==> src/rtl/mole_scheduler.sv <==
// Whack-a-mole round scheduler: paces gap/up timing in ms ticks, picks a random
// hole that never repeats the previous one, and keeps score/miss tallies per game.
module mole_scheduler #(
    parameter int          TICK_DIV   = 100000,
    parameter int          NUM_HOLES  = 6,
    parameter int          UP_MS      = 800,
    parameter int          GAP_MS     = 300,
    parameter int          MAX_ROUNDS = 30,
    parameter logic [15:0] LFSR_SEED  = 16'hACE1
) (
    input  logic                 clk,
    input  logic                 reset,
    input  logic                 start,
    input  logic [NUM_HOLES-1:0] hit_btn,
    output logic [2:0]           oval_select,
    output logic                 mole_valid,
    output logic [7:0]           score,
    output logic [7:0]           misses,
    output logic                 game_over,
    output logic                 busy
);

    localparam int PW     = (TICK_DIV > 1) ? $clog2(TICK_DIV) : 1;
    localparam int MAX_MS = (UP_MS > GAP_MS) ? UP_MS : GAP_MS;
    localparam int MW     = $clog2(MAX_MS + 1);
    localparam int RW     = $clog2(MAX_ROUNDS + 1);

    localparam logic [PW-1:0] PRESC_MAX = PW'(TICK_DIV - 1);
    localparam logic [MW-1:0] GAP_LAST  = MW'(GAP_MS - 1);
    localparam logic [MW-1:0] UP_LAST   = MW'(UP_MS - 1);
    localparam logic [RW-1:0] ROUND_END = RW'(MAX_ROUNDS - 1);
    localparam logic [2:0]    NONE      = 3'b111;

    typedef enum logic [2:0] {S_IDLE, S_GAP, S_PICK, S_UP, S_DONE} state_t;

    state_t          state, state_n;
    logic [15:0]     lfsr;
    logic [PW-1:0]   presc;
    logic [MW-1:0]   ms;
    logic [RW-1:0]   round;
    logic [2:0]      prev_hole;

    logic                 tick_wrap, gap_done, up_timeout;
    logic                 hit_ok, hit_wrong, up_exit, enter_timed;
    logic [NUM_HOLES-1:0] sel_oh;
    logic [2:0]           cand, pick;
    logic [15:0]          lfsr_next;

    assign lfsr_next  = {1'b0, lfsr[15:1]} ^ (lfsr[0] ? 16'hB400 : 16'h0000);
    assign tick_wrap  = (presc == PRESC_MAX);
    assign gap_done   = tick_wrap && (ms == GAP_LAST);
    assign up_timeout = tick_wrap && (ms == UP_LAST);

    assign sel_oh    = NUM_HOLES'(1) << oval_select;
    assign hit_ok    = |(hit_btn & sel_oh);
    assign hit_wrong = |(hit_btn & ~sel_oh);
    assign up_exit   = (state == S_UP) && (hit_ok || hit_wrong || up_timeout);

    // Full modulo keeps the pick in range even for NUM_HOLES below 4.
    assign cand = lfsr[2:0] % 3'(NUM_HOLES);
    assign pick = (cand != prev_hole)           ? cand :
                  (cand == 3'(NUM_HOLES - 1))   ? 3'd0 : cand + 3'd1;

    always_ff @(posedge clk) begin
        if (!reset) state <= S_IDLE;
        else        state <= state_n;
    end

    always_comb begin
        state_n = state;
        case (state)
            S_IDLE, S_DONE: if (start)    state_n = S_GAP;
            S_GAP:          if (gap_done) state_n = S_PICK;
            S_PICK:                       state_n = S_UP;
            S_UP:           if (up_exit)  state_n = (round == ROUND_END) ? S_DONE : S_GAP;
            default:                      state_n = S_IDLE;
        endcase
    end

    assign enter_timed = (state_n != state) && (state_n == S_GAP || state_n == S_UP);

    always_ff @(posedge clk) begin
        if (!reset) begin
            lfsr        <= LFSR_SEED;
            presc       <= '0;
            ms          <= '0;
            round       <= '0;
            prev_hole   <= NONE;
            score       <= 8'd0;
            misses      <= 8'd0;
            oval_select <= NONE;
            mole_valid  <= 1'b0;
            game_over   <= 1'b0;
            busy        <= 1'b0;
        end else begin
            lfsr <= lfsr_next;

            if (enter_timed) begin
                presc <= '0;
                ms    <= '0;
            end else if (state == S_GAP || state == S_UP) begin
                if (tick_wrap) begin
                    presc <= '0;
                    ms    <= ms + 1'b1;
                end else begin
                    presc <= presc + 1'b1;
                end
            end

            if ((state == S_IDLE || state == S_DONE) && start) begin
                score  <= 8'd0;
                misses <= 8'd0;
                round  <= '0;
            end

            if (state == S_PICK) prev_hole <= pick;

            // A correct press outranks a wrong press or timeout in the same cycle.
            if (up_exit) begin
                round <= round + 1'b1;
                if (hit_ok) begin
                    if (score != 8'hFF) score <= score + 8'd1;
                end else if (misses != 8'hFF) begin
                    misses <= misses + 8'd1;
                end
            end

            oval_select <= (state_n != S_UP)  ? NONE :
                           (state == S_PICK)  ? pick : oval_select;
            mole_valid  <= (state_n == S_UP);
            busy        <= (state_n == S_GAP) || (state_n == S_PICK) || (state_n == S_UP);
            game_over   <= (state_n == S_DONE);
        end
    end

endmodule

==> config.mk <==
export PLATFORM = sky130hd
export DESIGN_NAME = mole_scheduler
export DESIGN_NICKNAME = d
export VERILOG_FILES = /design/src/rtl/mole_scheduler.sv
export SDC_FILE = /design/constraint.sdc
export NUM_CORES = 1
export LEC_CHECK = 0
export ABC_AREA = 1
export BUFFER_PORTS_ARGS = -buffer_cell sky130_fd_sc_hd__buf_2
export CAP_MARGIN = 20
export CORE_MARGIN = 3
export CORE_UTILIZATION = 40
export CTS_CLUSTER_DIAMETER = 200
export DETAILED_ROUTE_END_ITERATION = 7
export SLEW_MARGIN = 5
export SYNTH_ARGS = -nofsm -noshare
export SYNTH_HDL_FRONTEND = slang
export SYNTH_SLANG_ARGS = --single-unit
==> constraint.sdc <==
create_clock -name clk -period 5.2 [get_ports clk]
set_input_delay 1.04 -clock clk [delete_from_list [all_inputs] [get_ports clk]]
set_output_delay 1.04 -clock clk [all_outputs]
set_load 0.02 [all_outputs]
== Word-level counts from Yosys, hierarchy flattened ==
Cells that the tools add are included.
Cells by class
  add/sub/neg operators: 6
  divide/modulo/power cells: 1
  equal/unequal tests: 18
  shift operators: 1
  mux-type cells: 19
  bitwise gates (word level): 5
  reductions and logical operators: 20
Operators with widths (count)
  $mux W8: 8
  $mux W3: 6
  $add A17 B1 Y17 const B: 1
  $eq A17 B17 Y1 const B: 1
  $mux W17: 1
  $add A8 B1 Y8 const B: 2
  $mux W16: 1
  $ne A8 B8 Y1 const B: 2
  $xor A15 B16 Y16: 1
  $and A6 B6 Y6: 2
  $eq A3 B2 Y1 const B: 4
  $pmux W3 S4: 1
  $reduce_or A6 Y1: 2
  $add A10 B1 Y10 const B: 1
  $eq A10 B10 Y1 const B: 1
  $eq A10 B9 Y1 const B: 1
  $mux W5: 2
  $eq A3 B3 Y1 const B: 3
  $logic_or A1 B1 Y1: 7
  $eq A3 B1 Y1 const B: 2
  $ne A3 B3 Y1: 2
  $not A6 Y6: 1
  $reduce_or A2 Y1: 3
  $shl A1 B3 Y6 const A: 1
  10 further kinds: 14
Word-level totals
  register bits after elaboration: 76
  input port bits: 9
  output and inout port bits: 22
  logic and storage cells: 82

== Logic depth before layout (Yosys ltp) ==
  depth in word-level cells: 13
  mapped depth: 15
  mapped depth without buffers: 14

== Least setup slack after synthesis ==
Ideal clock, no wire load.
  path type: in2reg
  start point: input port hit_btn[3]
  end point: register misses[3]
  arrival: 2.016 ns
  data required time: 5.068 ns
  slack: 3.052 ns
  stages on the path: 11
  buffers on the path: 1
  cells stage by stage: nand4_1 > o21ai_2 > nor2_4 > nand2_4 > inv_2 > nand3_1 > nand2_2 > inv_1 > buf_2 > o21ai_0 > a21oi_1
Between the ends
  cells in the longest elaborated chain, start to end: 6
  elaborated cells on any way between the ends: 9
  classes of those cells: mux: 2; bitwise: 2; reduce/logical: 5
Ends and longest elaborated chain
  start, declared: RTL line 14  | input logic [NUM_HOLES-1:0] hit_btn,
  $and A6 B6 Y6 (on tied branches): RTL line 55, 56
  $reduce_or A6 Y1 (on tied branches): RTL line 55, 56
  $logic_or A1 B1 Y1 (2 in series): RTL line 57  | assign up_exit = (state == S_UP) && (hit_ok || hit_wrong || up_timeout);
  $logic_and A1 B1 Y1: RTL line 57
  $mux W8 *: RTL line 119  | if (up_exit) begin
  end signal, assigned: RTL line 124  | misses <= misses + 8'd1;
  end, declared: RTL line 18  | output logic [7:0] misses,
Every way passes the cells marked *; elsewhere a longest branch is shown, timed or not.
A chain may end at the register's enable or synchronous reset.

== Worst setup path after layout ==
  start point: input port reset
  end point: register oval_select[1]
Between the ends
  cells in the longest elaborated chain, start to end: 2
Ends and longest elaborated chain
  start, declared: RTL line 12  | input logic reset,
  $not A1 Y1 (no source line)
  $reduce_or A2 Y1 (no source line)
  end signal, assigned: RTL line 128  | oval_select <= (state_n != S_UP) ? NONE :
  end, declared: RTL line 15  | output logic [2:0] oval_select,
Every way passes these cells.

==> impl_results.md <==
* Outcome: finished, final reports clean
* Peak Freq at 0.413 GHz
* Hold Vio Cnt, Final at 0
* HP Class: reg2reg
* FF/Latch Area at roughly 1500 µm²
* WS Path Type: in2reg
* Layout cells sized above 1 at between 10% and 20%
* Ant diodes at 0
* Commonest non-fill, non-tap cell in the layout: nand2_1
* Core area at 10,400 µm²
* Register area share after synthesis at a little over a third
* Gr usage total at 15.2%
* I/O Buffers at 30
* Nature of the critical path endpoint: flop
* GRT overflow at 0
* Initial antenna violation count at 0
* FILL cells at ~1,100
* DR iter-0 viols at 250
* First-pass GRT wire length at 14,900 µm
* Starting Density at 41.4%
* Worst-path cell chain: buf_2, clkinv_1, a21oi_1, o211ai_1
* Worst skew pair latency at 0.34 ns
* Setup Viol. Count Final at 0
* Largest net degree at the start of global routing at 28
* CTS sink cnt at 76
* Vias in the first global route at 3,328
* Hold-fix buffers at CTS at 0
* Cell Rows at 37
* GP Congestion at 0.852
* Clock input transition at the sequential cells of the worst setup and hold paths at around 0.080 ns
* Synthesized area per cell at 7.29 µm²
* Fin. max-slew vios at 0
* Die Wd at 110 µm
* Routed vias at between 3,000 and 4,000
* YS warnings at 0
* Die ar. at 12,100 µm²
* TritonRoute pass-1 iters at 4
* Setup repair bufs after CTS at 0
* Commonest cells after routing, fill and taps aside: nand2_1, inv_1, dfxtp_1
* H-tree depth at 3
* Total Routed Length at 8620 µm
* Nets at 636
* Die height at 110 µm
* Worst-margin pin slew at ~0.70 ns
* Vias per cell at slightly below 5
* CTS tree: built
* CTS Buffer Depth at 2
* Inserted Clock Buffers at 9
* Min cycle time layout at 2.42 ns
* Max VDD drop at 0.0000993 V
* Total power at between 1 and 1.5 mW
* Routed WL per cell at roughly 11 µm
* Slew margin rel. at 53.2%
* CP max stage delay at 0.65 ns
* Critical path peak fanout at 27
* Cells after Synth at 592
* Syn Nets at 607
* Area grow syn2layout at 11.1%
* Critical path data arrival time at 2.63 ns
* Post-CTS Resized at 0
* Dpl hpwl at 6270 µm
* Static Leak at 1.84 nW
* Startpoint types: input port
* Syn Std Cell Area at 4320 µm²
* Setup Skew at ~0.015 ns
* I/O pin count at 31
* Synth cell types at 40
* Multi-input gate area at 2340 µm²
* Power density over cell area at 253 nW/µm²
* Worst EP required at 5.41 ns
* RSZ-0062 raised after global routing: false
* Slowest CP cell: clkinv_1
* Max-cap violations at 0
* Clock Tree Root: clkbuf_8
* Detail Route Antenna Nets at 0
* Number of synthesized register bits at 76
* Final period util at between 40% and 50%
* Setup TNS at 0 ns
* DRC at 0
## area by class of cell
class,count,share of cell area [%]
multi-input combinational,408,48.8
sequential,76,31.7
inverter,96,7.57
tap,136,3.55
clock buffer,12,3.24
timing repair buffer,30,3.13
clock inverter,4,1.98
## synth_stat cells (all sizes together)
master / number / area share (%)
clkinv: 1 / 0.087
clkbuf: 6 / 0.52
o21ai: 31 / 3.8
nor3: 21 / 2.7
nand3: 48 / 6.1
xnor2: 2 / 0.41
ha: 6 / 1.7
nand2: 109 / 11
o221ai: 1 / 0.20
nor2: 87 / 12
o211ai: 4 / 0.70
o22ai: 1 / 0.15
nand4: 16 / 2.3
o21bai: 2 / 0.61
xor2: 23 / 4.7
inv: 95 / 8.3
o21a: 1 / 0.17
and3: 1 / 0.26
a211oi: 2 / 0.35
a21oi: 35 / 4.1
nor4: 8 / 1.2
buf: 6 / 1.6
mux2i: 1 / 0.23
or2: 7 / 1.0
a21o: 1 / 0.17
a31oi: 1 / 0.15
dfxtp: 76 / 35
## final timing paths
path,from,to,slack (ns),depth (start not counted)
max reg2reg,presc[0],misses[5],2.88,11
min reg2reg,lfsr[5],lfsr[4],0.41,2
max,reset,oval_select[1],2.78,4
min,lfsr[5],lfsr[4],0.41,2
## through the flow
| stage | setup slack [ns] | std cells | hold slack [ns] | cell area, µm² | utilization, % |
|---|---|---|---|---|---|
| 6_report | 2.78 | 762 | 0.413 | 4800 | 46.0 |
| 5_1_grt | 2.58 | 762 | 0.425 | 4800 | 46.0 |
| 4_1_cts | 2.74 | 762 | 0.416 | 4800 | 46.0 |
| 3_5_place_dp | 2.38 | 746 | 0.398 | 4550 | 43.6 |
| 3_3_place_gp | 2.43 | 746 | 0.396 | 4550 | 43.6 |
| 2_1_floorplan | 3.05 | 592 | 0.390 | 4320 | - |
## flip-flops by register name, summed over array words and instances (netlist names)
signal,flops
misses,8
state,3
game_over,1
presc,17
lfsr,16
busy,1
oval_select,3
prev_hole,3
round,5
score,8
mole_valid,1
ms,10
## metal layers
metal / up-vias / global-route usage (%) / routed length, µm
met1: 1710 / 21.2 / 4360
met5: - / 0 / 0
met3: 12 / 2.47 / 333
met2: 62 / 23.3 / 3790
met4: 0 / 6.14 / 141
li1: 1957 / - / -
## power breakdown
| group | switching [mW] | total [mW] | internal, mW |
|---|---|---|---|
| Sequential | 0.00449 | 0.596 | 0.592 |
| Clock | 0.208 | 0.553 | 0.345 |
| Combinational | 0.0473 | 0.0648 | 0.0175 |
## critical path: cells and delay by family
family                 cells  cell delay [ns]
buffers and inverters      2             0.95
AO/OA/AOI/OAI              2             0.63
## cells by family (layout without fill, tap and decap cells)
| family | count (synthesis) | after routing | share of synthesized area (%) |
|---|---|---|---|
| mux | 1 | 1 | 0.232 |
| simple gates | 297 | 297 | 36.9 |
| compound gates | 79 | 79 | 10.3 |
| fa+ha+maj | 6 | 6 | 1.74 |
| buf+inv | 108 | 142 | 10.5 |
| xor+xnor | 25 | 25 | 5.07 |
| flops | 76 | 76 | 35.3 |
Note: power is estimated with default switching activity, not from simulation.
